--- src/rtl/muldiv_pkg.sv ---
// rtl/muldiv_pkg.sv - shared types for the iterative multiply/divide unit
// Purpose: operation codes issued from Execute and the sequencer state encoding.
// Ports: none (package).
package muldiv_pkg;

  typedef enum logic [2:0] {
    MD_NONE  = 3'd0,
    MD_MULT  = 3'd1,
    MD_MULTU = 3'd2,
    MD_DIV   = 3'd3,
    MD_DIVU  = 3'd4,
    MD_MTHI  = 3'd5,
    MD_MTLO  = 3'd6
  } muldiv_op_t;

  typedef enum logic [1:0] {
    IDLE = 2'd0,
    MUL  = 2'd1,
    DIV  = 2'd2,
    FIX  = 2'd3
  } md_state_t;

endpackage

--- src/rtl/muldiv_sequencer_if.sv ---
// rtl/muldiv_sequencer_if.sv - Execute/Decode side bundle of the multiply/divide unit
// Purpose: groups the op issue, hazard and HI/LO result signals.
// Ports (master = pipeline side, slave = muldiv unit):
//   startE, opE, srcaE, srcbE, flushE, hiloreqD  pipeline -> unit
//   stallMD, busy, done, hi, lo                  unit -> pipeline
interface muldiv_sequencer_if #(
  parameter int WIDTH = 32
);
  import muldiv_pkg::*;

  logic             startE;
  muldiv_op_t       opE;
  logic [WIDTH-1:0] srcaE;
  logic [WIDTH-1:0] srcbE;
  logic             flushE;
  logic             hiloreqD;
  logic             stallMD;
  logic             busy;
  logic             done;
  logic [WIDTH-1:0] hi;
  logic [WIDTH-1:0] lo;

  modport master (
    output startE, opE, srcaE, srcbE, flushE, hiloreqD,
    input  stallMD, busy, done, hi, lo
  );

  modport slave (
    input  startE, opE, srcaE, srcbE, flushE, hiloreqD,
    output stallMD, busy, done, hi, lo
  );

endinterface

--- src/rtl/muldiv_datapath.sv ---
// rtl/muldiv_datapath.sv - shift-add multiply / restoring divide datapath
// Purpose: 2*WIDTH accumulator (product, or {remainder, quotient}), operand
//   register, shared WIDTH+1-bit add/subtract and final sign correction.
// Ports:
//   clk, reset        clock, synchronous active-high reset
//   load, step        load magnitudes / perform one iteration
//   is_div            selects divide behaviour for load, step and result
//   op_a, op_b        operand magnitudes (a = multiplicand/dividend, b = multiplier/divisor)
//   neg_hi, neg_lo    negate the corresponding result half (multiply uses neg_lo for all 2*WIDTH bits)
//   res_hi, res_lo    sign-corrected results, valid in the FIX cycle
module muldiv_datapath #(
  parameter int WIDTH = 32
) (
  input  logic             clk,
  input  logic             reset,
  input  logic             load,
  input  logic             step,
  input  logic             is_div,
  input  logic [WIDTH-1:0] op_a,
  input  logic [WIDTH-1:0] op_b,
  input  logic             neg_hi,
  input  logic             neg_lo,
  output logic [WIDTH-1:0] res_hi,
  output logic [WIDTH-1:0] res_lo
);

  logic [2*WIDTH-1:0] acc_q;
  logic [WIDTH-1:0]   mreg_q;

  logic [WIDTH:0]     shifted;
  logic [WIDTH-1:0]   addend;
  logic [WIDTH+1:0]   alu_y;
  logic               borrow;
  logic [2*WIDTH-1:0] acc_next;
  logic [2*WIDTH-1:0] prod_fix;
  logic [WIDTH-1:0]   quo;
  logic [WIDTH-1:0]   rem;

  // Divide: {rem, next dividend bit} is the trial minuend.
  assign shifted = acc_q[2*WIDTH-1:WIDTH-1];
  // Multiply: add the multiplicand only when the multiplier LSB is set.
  assign addend  = acc_q[0] ? mreg_q : '0;

  always_comb begin
    if (is_div) begin
      alu_y = {1'b0, shifted} - {2'b00, mreg_q};
    end else begin
      alu_y = {2'b00, acc_q[2*WIDTH-1:WIDTH]} + {2'b00, addend};
    end
  end

  assign borrow = alu_y[WIDTH+1];

  always_comb begin
    if (is_div) begin
      // Restore on borrow; the quotient bit enters at the LSB.
      acc_next = {(borrow ? shifted[WIDTH-1:0] : alu_y[WIDTH-1:0]),
                  acc_q[WIDTH-2:0], ~borrow};
    end else begin
      // Carry out of the add becomes the new MSB as the pair shifts right.
      acc_next = {alu_y[WIDTH:0], acc_q[WIDTH-1:1]};
    end
  end

  always_ff @(posedge clk) begin
    if (reset) begin
      acc_q  <= '0;
      mreg_q <= '0;
    end else if (load) begin
      acc_q  <= {{WIDTH{1'b0}}, (is_div ? op_a : op_b)};
      mreg_q <= is_div ? op_b : op_a;
    end else if (step) begin
      acc_q  <= acc_next;
    end
  end

  assign quo      = acc_q[WIDTH-1:0];
  assign rem      = acc_q[2*WIDTH-1:WIDTH];
  assign prod_fix = neg_lo ? ('0 - acc_q) : acc_q;

  always_comb begin
    if (is_div) begin
      res_lo = neg_lo ? ('0 - quo) : quo;
      res_hi = neg_hi ? ('0 - rem) : rem;
    end else begin
      res_lo = prod_fix[WIDTH-1:0];
      res_hi = prod_fix[2*WIDTH-1:WIDTH];
    end
  end

endmodule

--- src/rtl/muldiv_sequencer.sv ---
// rtl/muldiv_sequencer.sv - multiply/divide sequencer and HI/LO owner for Execute
// Purpose: accepts MULT/MULTU/DIV/DIVU/MTHI/MTLO, runs WIDTH iterations plus a
//   FIX cycle on the datapath, writes HI/LO and requests a stall while busy.
// Ports:
//   clk, reset   clock, synchronous active-high reset (aborts any operation)
//   bus          muldiv_sequencer_if.slave: startE, opE, srcaE, srcbE, flushE,
//                hiloreqD in; stallMD, busy, done, hi, lo out
module muldiv_sequencer
  import muldiv_pkg::*;
#(
  parameter int WIDTH = 32
) (
  input  logic             clk,
  input  logic             reset,
  muldiv_sequencer_if.slave bus
);

  localparam int CW = $clog2(WIDTH);

  md_state_t        state_q, state_d;
  logic [CW-1:0]    count_q;
  logic             sa_q, sb_q, div_q;
  logic [WIDTH-1:0] hi_q, lo_q;

  logic             accept, op_mul, op_div, op_signed, b_zero;
  logic             sa_d, sb_d;
  logic [WIDTH-1:0] mag_a, mag_b;
  logic             load, step, fix_wr;
  logic             dp_div, neg_hi, neg_lo;
  logic [WIDTH-1:0] res_hi, res_lo;

  assign accept    = bus.startE & ~bus.flushE & (state_q == IDLE);
  assign op_mul    = (bus.opE == MD_MULT) | (bus.opE == MD_MULTU);
  assign op_div    = (bus.opE == MD_DIV)  | (bus.opE == MD_DIVU);
  assign op_signed = (bus.opE == MD_MULT) | (bus.opE == MD_DIV);
  assign b_zero    = (bus.srcbE == '0);

  // Divide by zero runs unsigned with no sign fix so hi ends up as raw srcaE.
  assign sa_d  = op_signed & bus.srcaE[WIDTH-1] & ~(op_div & b_zero);
  assign sb_d  = op_signed & bus.srcbE[WIDTH-1];
  // Negating 0x8000_0000 yields itself, which is its correct unsigned magnitude.
  assign mag_a = sa_d ? ('0 - bus.srcaE) : bus.srcaE;
  assign mag_b = sb_d ? ('0 - bus.srcbE) : bus.srcbE;

  always_comb begin
    state_d = state_q;
    load    = 1'b0;
    step    = 1'b0;
    fix_wr  = 1'b0;
    case (state_q)
      IDLE: begin
        if (accept && op_mul) begin
          state_d = MUL;
          load    = 1'b1;
        end else if (accept && op_div) begin
          state_d = DIV;
          load    = 1'b1;
        end
      end
      MUL, DIV: begin
        step = 1'b1;
        if (count_q == CW'(WIDTH - 1)) state_d = FIX;
      end
      FIX: begin
        fix_wr  = 1'b1;
        state_d = IDLE;
      end
      default: state_d = IDLE;
    endcase
  end

  always_ff @(posedge clk) begin
    if (reset) begin
      state_q <= IDLE;
      count_q <= '0;
      sa_q    <= 1'b0;
      sb_q    <= 1'b0;
      div_q   <= 1'b0;
      hi_q    <= '0;
      lo_q    <= '0;
    end else begin
      state_q <= state_d;
      if (load) begin
        count_q <= '0;
        sa_q    <= sa_d;
        sb_q    <= sb_d;
        div_q   <= op_div;
      end else if (step) begin
        count_q <= count_q + CW'(1);
      end
      if (accept && bus.opE == MD_MTHI) hi_q <= bus.srcaE;
      if (accept && bus.opE == MD_MTLO) lo_q <= bus.srcaE;
      if (fix_wr) begin
        hi_q <= res_hi;
        lo_q <= res_lo;
      end
    end
  end

  // The latched mode is stale during the load cycle, so use the incoming op then.
  assign dp_div = load ? op_div : div_q;
  assign neg_lo = sa_q ^ sb_q;
  assign neg_hi = div_q ? sa_q : (sa_q ^ sb_q);

  muldiv_datapath #(.WIDTH(WIDTH)) u_datapath (
    .clk    (clk),
    .reset  (reset),
    .load   (load),
    .step   (step),
    .is_div (dp_div),
    .op_a   (mag_a),
    .op_b   (mag_b),
    .neg_hi (neg_hi),
    .neg_lo (neg_lo),
    .res_hi (res_hi),
    .res_lo (res_lo)
  );

  assign bus.busy    = (state_q != IDLE);
  assign bus.done    = (state_q == FIX);
  assign bus.stallMD = bus.busy & bus.hiloreqD;
  assign bus.hi      = hi_q;
  assign bus.lo      = lo_q;

endmodule
--- src/flat_wrapper.sv ---
// flat-port wrapper written by rule: the top's interface ports become plain ports
module muldiv_sequencer_flat import muldiv_pkg::*;
#(
  parameter int WIDTH = 32
)
  (clk, reset, bus_startE, bus_opE, bus_srcaE, bus_srcbE, bus_flushE, bus_hiloreqD, bus_stallMD, bus_busy, bus_done, bus_hi, bus_lo);
  muldiv_sequencer_if #(.WIDTH(WIDTH)) bus_i ();
  input  logic clk;
  input  logic reset;
  input wire logic [$bits(bus_i.startE)-1:0] bus_startE;
  input wire logic [$bits(bus_i.opE)-1:0] bus_opE;
  input wire logic [$bits(bus_i.srcaE)-1:0] bus_srcaE;
  input wire logic [$bits(bus_i.srcbE)-1:0] bus_srcbE;
  input wire logic [$bits(bus_i.flushE)-1:0] bus_flushE;
  input wire logic [$bits(bus_i.hiloreqD)-1:0] bus_hiloreqD;
  output wire logic [$bits(bus_i.stallMD)-1:0] bus_stallMD;
  output wire logic [$bits(bus_i.busy)-1:0] bus_busy;
  output wire logic [$bits(bus_i.done)-1:0] bus_done;
  output wire logic [$bits(bus_i.hi)-1:0] bus_hi;
  output wire logic [$bits(bus_i.lo)-1:0] bus_lo;
  assign bus_i.startE = bus_startE;
  assign bus_i.opE = bus_opE;
  assign bus_i.srcaE = bus_srcaE;
  assign bus_i.srcbE = bus_srcbE;
  assign bus_i.flushE = bus_flushE;
  assign bus_i.hiloreqD = bus_hiloreqD;
  assign bus_stallMD = bus_i.stallMD;
  assign bus_busy = bus_i.busy;
  assign bus_done = bus_i.done;
  assign bus_hi = bus_i.hi;
  assign bus_lo = bus_i.lo;
  muldiv_sequencer #(.WIDTH(WIDTH)) u_core (.clk(clk), .reset(reset), .bus(bus_i));
endmodule
--- config.mk ---
export PLATFORM = sky130hd
export DESIGN_NAME = muldiv_sequencer_flat
export DESIGN_NICKNAME = d
export VERILOG_FILES = /design/src/rtl/muldiv_pkg.sv /design/src/rtl/muldiv_sequencer_if.sv /design/src/rtl/muldiv_datapath.sv /design/src/rtl/muldiv_sequencer.sv /design/src/flat_wrapper.sv
export SDC_FILE = /design/constraint.sdc
export NUM_CORES = 1
export LEC_CHECK = 0
export BUFFER_PORTS_ARGS = -buffer_cell sky130_fd_sc_hd__buf_2
export CAP_MARGIN = 20
export CORE_MARGIN = 2
export CORE_UTILIZATION = 45
export DETAILED_ROUTE_END_ITERATION = 8
export GPL_TIMING_DRIVEN = 0
export PLACE_DENSITY_LB_ADDON = 0.2
export SYNTH_ARGS = -nofsm -noshare
export SYNTH_HDL_FRONTEND = slang
export SYNTH_SLANG_ARGS = --single-unit
--- constraint.sdc ---
create_clock -name clk -period 7.11 [get_ports clk]
set_clock_uncertainty 0.2 [all_clocks]
set_input_delay 0.711 -clock clk [delete_from_list [all_inputs] [get_ports clk]]
set_output_delay 0.711 -clock clk [all_outputs]
set_load 0.05 [all_outputs]
## Word level (Yosys, flattened, before mapping)

Index checks and enable logic that the tools add are counted.

| storage, ports and cells | value |
|---|---|
| register bits | 170 |
| output and inout bits | 67 |

| cells by class | value |
|---|---|
| add/subtract/negate cells | 8 |
| equality and inequality tests | 12 |
| mux-type cells | 30 |
| bitwise gates (word level) | 14 |
| reductions and logical operators | 13 |

Operator list:

| cell | number |
|---|---|
| 32-bit 2-to-1 mux | 16 |
| 64-bit 2-to-1 mux | 2 |
| 1-bit by 32-bit subtractor with 32-bit output (first input constant) | 4 |
| 1-bit by 64-bit subtractor with 64-bit output (first input constant) | 1 |
| 34-bit 2-to-1 mux | 1 |
| 33-bit by 32-bit subtractor with 34-bit output | 1 |
| 32-bit by 32-bit adder with 33-bit output | 1 |
| 32-bit logical NOT | 1 |
| 3-bit equality test (second input constant) | 3 |
| 2-bit nonzero test | 4 |
| 1-bit AND | 7 |
| 1-bit 2-to-1 mux | 7 |
| 3-bit by 2-bit equality test with 1-bit output (second input constant) | 2 |
| 2-bit 2-to-1 mux | 3 |
| 2-bit one-hot mux with 3 select lines | 1 |
| 5-bit by 1-bit adder with 5-bit output (second input constant) | 1 |
| 5-bit equality test (second input constant) | 1 |
| 2-bit equality test (second input constant) | 2 |
| 1-bit logical AND | 4 |
| 2-bit OR reduction | 2 |
| 3-bit by 1-bit equality test with 1-bit output (second input constant) | 1 |
| 3-bit != test (second input constant) | 1 |
| 1-bit inverter | 3 |
| 1-bit bitwise OR | 3 |
| other kinds (5) | 5 |

## Logic depth before layout (Yosys ltp)

| logic depth | value |
|---|---|
| word-level depth | 13 |
| mapped depth | 15 |
| mapped depth without buffers | 12 |

## By module

From an unflattened synthesis, not the netlist that was laid out.

| second synthesis, totals | value |
|---|---|
| cells, all modules | 1949 |
| area total of the unflattened synthesis | 15369.7 µm² |

By module, submodules not included:

| module | instances | cells an instance | area each (µm²) |
|---|---|---|---|
| muldiv_datapath | 1 | 1372 | 10319.9 |
| muldiv_sequencer | 1 | 577 | 5049.8 |

## Worst setup path before layout

No wires, ideal clock.

| path | value |
|---|---|
| path type | register to register |
| from | register u_core.u_datapath.acc_q[0] |
| to | register u_core.u_datapath.acc_q[51] |
| library setup time | 87 ps |
| data arrival time | 2930 ps |
| required time | 6823 ps |
| slack | 3893 ps |
| stages on the path, launching flop included | 14 |
| path buffers | 1 |
| cell sequence | dfxtp_1 > inv_1 > buf_1 > nor2_1 > ha_1 > and3_1 > a2111oi_2 > o21ai_0 > a21oi_1 > o21ai_1 > o21ai_0 > xnor2_1 > nor2_1 > o31ai_1 |

| on the way | value |
|---|---|
| longest elaborated chain between the ends | 5 |

RTL lines:

| element | line | RTL |
|---|---|---|
| from (decl) | muldiv_datapath.sv:27 | `logic [2*WIDTH-1:0] acc_q;` |
| from (signal assigned) | muldiv_datapath.sv:70 | `acc_q <= {{WIDTH{1'b0}}, (is_div ? op_a : op_b)};` |
| from (signal assigned) | muldiv_datapath.sv:73 | `acc_q <= acc_next;` |
| 32-bit 2-to-1 mux * | muldiv_datapath.sv:42 | `assign addend = acc_q[0] ? mreg_q : '0;` |
| 32-bit by 32-bit adder with 33-bit output * | muldiv_datapath.sv:48 | `alu_y = {2'b00, acc_q[2*WIDTH-1:WIDTH]} + {2'b00, addend};` |
| 34-bit 2-to-1 mux * | muldiv_datapath.sv:45 | `if (is_div) begin` |
| 32-bit 2-to-1 mux | muldiv_datapath.sv:57 | `acc_next = {(borrow ? shifted[WIDTH-1:0] : alu_y[WIDTH-1:0]),` |
| 64-bit 2-to-1 mux * | muldiv_datapath.sv:55 | `if (is_div) begin` |

Every way passes the cells marked *; elsewhere a longest branch is shown, timed or not.
A chain may end at the register's enable or synchronous reset.

## Worst setup path in the final report

| path | value |
|---|---|
| from | register u_core.u_datapath.acc_q[0] |
| to | register u_core.u_datapath.acc_q[62] |

The elaborated chain is that of the path after synthesis.

==> impl_metrics.prom <==
# TYPE chip_impl_metric gauge
chip_impl_metric{name="syn_nets",unit=""} 2181
chip_impl_metric{name="slew_headroom",unit=""} 0.274
chip_impl_metric{name="max_slew_vio_count",unit=""} 0
chip_impl_info{name="startpoint_type",value="flip-flop"} 1
chip_impl_metric{name="detail_route.first_pass.iterations",unit=""} 6
chip_impl_metric{name="timing.final.crit_share",unit=""} 0.642
chip_impl_metric{name="die_height",unit="µm"} 187
chip_impl_metric{name="drc",unit=""} 0
chip_impl_metric{name="io_pins",unit=""} 139
chip_impl_info{name="tritoncts",value="done"} 1
chip_impl_metric{name="grt_max_degree",unit=""} 17
chip_impl_metric{name="track_usage",unit=""} 0.376
chip_impl_info{name="hold_start",value="u_core.state_q[1]"} 1
chip_impl_metric{name="timing.critical_path.fanout_max",unit=""} 10
chip_impl_info{name="worst_r2r_startpoint",value="u_core.u_datapath.acc_q[0]"} 1
chip_impl_info{name="most_frequent_cells_in_the_layout",value="sky130_fd_sc_hd__nor2_1 (299), sky130_fd_sc_hd__a21oi_1 (211), sky130_fd_sc_hd__dfxtp_1 (170), sky130_fd_sc_hd__nand2_1 (156), sky130_fd_sc_hd__buf_2 (148)"} 1
chip_impl_info{name="rsz0062_at_grt",value="no"} 1
chip_impl_metric{name="cts.repair_timing.setup_buffer_count",unit=""} 0
chip_impl_metric{name="global_route_overflow",unit=""} 0
chip_impl_metric{name="timing.setup.tns",unit="ns"} 0
chip_impl_metric{name="clock_latency_at_the_later_pin_of_the_worst_skew_pair",unit="ns"} 0.48
chip_impl_metric{name="antenna_violations_before_repair",unit=""} 0
chip_impl_info{name="min_delay_worst_endpoint",value="u_core.state_q[1]"} 1
chip_impl_metric{name="number_of_setup_violations_in_the_final_report",unit=""} 0
chip_impl_metric{name="place_ws",unit="ns"} 2.73
chip_impl_metric{name="power.static_leakage",unit="nW"} 6.68
chip_impl_metric{name="place.detailed.hpwl",unit="mm"} 53.7
chip_impl_metric{name="port_buffers",unit=""} 135
chip_impl_metric{name="powerDensity",unit="nW/µm²"} 345
chip_impl_metric{name="worst_case_clock_buffer_depth",unit=""} 2
chip_impl_metric{name="postCtsResizedCells",unit=""} 0
chip_impl_metric{name="timing_worst_slew_pin_value",unit="ns"} 1.08
chip_impl_metric{name="instance_count_of_the_mapped_netlist",unit=""} 2035
chip_impl_metric{name="cts_made_buffers",unit=""} 17
chip_impl_info{name="hold_path.class",value="flip-flop to flip-flop"} 1
chip_impl_info{name="ys.flop_type",value="sky130_fd_sc_hd__dfxtp_1"} 1
chip_impl_metric{name="syn_to_final_growth",unit="%"} 12.3
chip_impl_metric{name="initial_core_util",unit=""} 0.459
chip_impl_info{name="run_status",value="finished clean"} 1
chip_impl_metric{name="synth_enable_flop_cells",unit=""} 0
chip_impl_metric{name="postSynthRegisterBits",unit=""} 170
chip_impl_metric{name="cts.clk_slew.worst_paths",unit="ns"} 0.08
chip_impl_metric{name="antenna_violating_nets_post_route",unit=""} 0
chip_impl_metric{name="synth-async-reset-ratio",unit=""} 0
chip_impl_metric{name="worst_ep_required",unit="ns"} 7.31
chip_impl_info{name="root_buffer_selected_by_cts",value="sky130_fd_sc_hd__clkbuf_16"} 1
chip_impl_metric{name="placementRows",unit=""} 66
chip_impl_metric{name="drtIter0Drc",unit=""} 2145
chip_impl_metric{name="route.detailed.vias_per_inst",unit=""} 6.41
chip_impl_metric{name="hold-path-cell-count",unit=""} 2
chip_impl_metric{name="dr_total_vias",unit=""} 17000
chip_impl_metric{name="final-hold-violation-count",unit=""} 0
chip_impl_metric{name="synth_cell_type_count",unit=""} 87
chip_impl_metric{name="fraction_of_the_core_area_covered_by_cells_at_the_end_of_the_flow",unit=""} 0.515
chip_impl_metric{name="fin_nets",unit=""} 2335
chip_impl_metric{name="vdd_ir_drop_max",unit="mV"} 0.385
chip_impl_metric{name="maxCapViolCount",unit=""} 0
chip_impl_metric{name="postRouteWirelength",unit="mm"} 67.9
chip_impl_metric{name="htreeDepth",unit=""} 4
chip_impl_metric{name="coreArea",unit="µm²"} 32700
chip_impl_info{name="mostFrequentLayoutCell",value="sky130_fd_sc_hd__nor2_1"} 1
chip_impl_metric{name="postSynthAreaPerCell",unit="µm²"} 7.37
chip_impl_metric{name="dieArea",unit="µm²"} 34800
chip_impl_info{name="worst-setup-path-type",value="flip-flop to flip-flop"} 1
chip_impl_metric{name="gp_congestion",unit=""} 1.03
chip_impl_metric{name="reg2reg_slack",unit="ns"} 2.54
chip_impl_metric{name="postLayoutSetupSlackWorst",unit="ns"} 2.54
chip_impl_metric{name="avgRoutedWirePerCell",unit="µm"} 25.7
chip_impl_metric{name="post-route-min-period",unit="ns"} 4.57
chip_impl_metric{name="first_global_vias",unit=""} 15400
chip_impl_metric{name="die-width",unit="µm"} 187
chip_impl_metric{name="insertedDiodeCount",unit=""} 0
chip_impl_metric{name="synth-warning-count",unit=""} 0
chip_impl_info{name="r2r-end",value="u_core.u_datapath.acc_q[62]"} 1
chip_impl_metric{name="cts.hold.buffers_added",unit=""} 0
chip_impl_metric{name="global_route_wire_length_before_repair",unit="mm"} 98.8
chip_impl_metric{name="clock.fmax",unit="MHz"} 219
chip_impl_metric{name="critPathArrivalTime",unit="ns"} 4.77
chip_impl_metric{name="post_route_cells_drive_above_1_share",unit=""} 0.114
chip_impl_metric{name="cts_num_sinks",unit=""} 170
chip_impl_metric{name="synth.yosys.seq_area_share",unit=""} 0.227
chip_impl_metric{name="r2r.worst_path.cells",unit=""} 13
chip_impl_metric{name="syn_area",unit="µm²"} 15000
chip_impl_info{name="worstSetupEndpointType",value="flip-flop"} 1
-- through the flow --
stage	total power, W	hold WS [ns]	std cells	cell area (µm²)
after floorplan	0.00362	0.253	2035	15000
after global placement	0.00464	0.279	2612	16200
after detailed placement	0.00464	0.290	2612	16200
after CTS	0.00566	0.305	2643	16800
after global routing	0.00609	0.333	2643	16800
final	0.00582	0.308	2643	16800
-- state kept, by name, indices dropped and copies added, names as in the netlist --
signal and count:
u_core.u_datapath.acc_q 64, u_core.bus.hi 32, u_core.bus.lo 32, u_core.u_datapath.mreg_q 32, u_core.count_q 5, u_core.state_q 2
u_core.div_q 1, u_core.sa_q 1, u_core.sb_q 1
-- final cells by class --
class | count | area [µm²]
plain buffers | 134 | 554
fillers | 3323 | 15900
flip-flops and latches | 170 | 3400
inverters | 70 | 263
clock buffers | 19 | 443
clock inverters | 12 | 168
multi-input cells | 1661 | 10800
repair buffers | 135 | 676
well taps | 442 | 553
-- worst max path at each step --
| stage | startpoint | to | slack [ns] | cells after the start |
|---|---|---|---|---|
| after floorplan | u_core.u_datapath.acc_q[0] | u_core.u_datapath.acc_q[51] | 3.89 | 13 |
| after global placement | bus_flushE | u_core.count_q[4] | 2.68 | 7 |
| after detailed placement | bus_opE[1] | u_core.u_datapath.acc_q[41] | 2.73 | 9 |
| after CTS | u_core.u_datapath.acc_q[0] | u_core.u_datapath.acc_q[62] | 2.73 | 13 |
| after global routing | u_core.u_datapath.acc_q[0] | u_core.u_datapath.acc_q[62] | 2.15 | 13 |
| final | u_core.u_datapath.acc_q[0] | u_core.u_datapath.acc_q[62] | 2.54 | 13 |
-- routing by layer --
metal  vias up  global-route usage  part of all wire  wire [µm]
met2      1034               0.543              0.40      27400
met5         -                   0                 0          0
met3       148               0.107              0.12       8400
met1      8136               0.527              0.43      29300
met4         0               0.143             0.042       2850
li1       7633                   -                 -          -
-- synthesized netlist by cell type, drive strengths merged, types with 35 or more instances --
master	count	area share
a211oi	35	0.018
a21oi	215	0.074
clkbuf	101	0.025
dfxtp	170	0.23
ha	72	0.060
inv	70	0.018
mux2i	85	0.057
nand2	156	0.039
nor2	300	0.075
nor3	40	0.014
o21ai	126	0.043
xnor2	104	0.061
xor2	75	0.044
-- report_power, final --
part           internal [W]  total, W  switching, W
logic               0.00128   0.00351       0.00224
registers           0.00107   0.00127      0.000202
clock network      0.000566   0.00104      0.000472
-- cells by family after synthesis --
logic type / count (synthesis) / synth area share
mux: 111 / 0.0762
simple gates: 662 / 0.203
fa+ha+maj: 74 / 0.0627
xor+xnor: 179 / 0.105
flops: 170 / 0.227
compound gates: 635 / 0.272
buf+inv: 204 / 0.0545
-- critical path, cell delays in order, from the launching register on --
cell                        delay [ns]
sky130_fd_sc_hd__dfxtp_1          0.43
sky130_fd_sc_hd__inv_1            0.36
sky130_fd_sc_hd__buf_1            0.54
sky130_fd_sc_hd__nor2_1           0.09
sky130_fd_sc_hd__ha_1             0.28
sky130_fd_sc_hd__clkbuf_1         0.18
sky130_fd_sc_hd__a21o_1           0.25
sky130_fd_sc_hd__or2_2            0.31
sky130_fd_sc_hd__o41ai_1          0.59
sky130_fd_sc_hd__o31a_1           0.18
sky130_fd_sc_hd__o21ai_0          0.26
sky130_fd_sc_hd__a2111oi_0        0.54
sky130_fd_sc_hd__a211oi_1         0.08
sky130_fd_sc_hd__a21oi_1          0.17
Note: power is estimated with default switching activity, not from simulation.
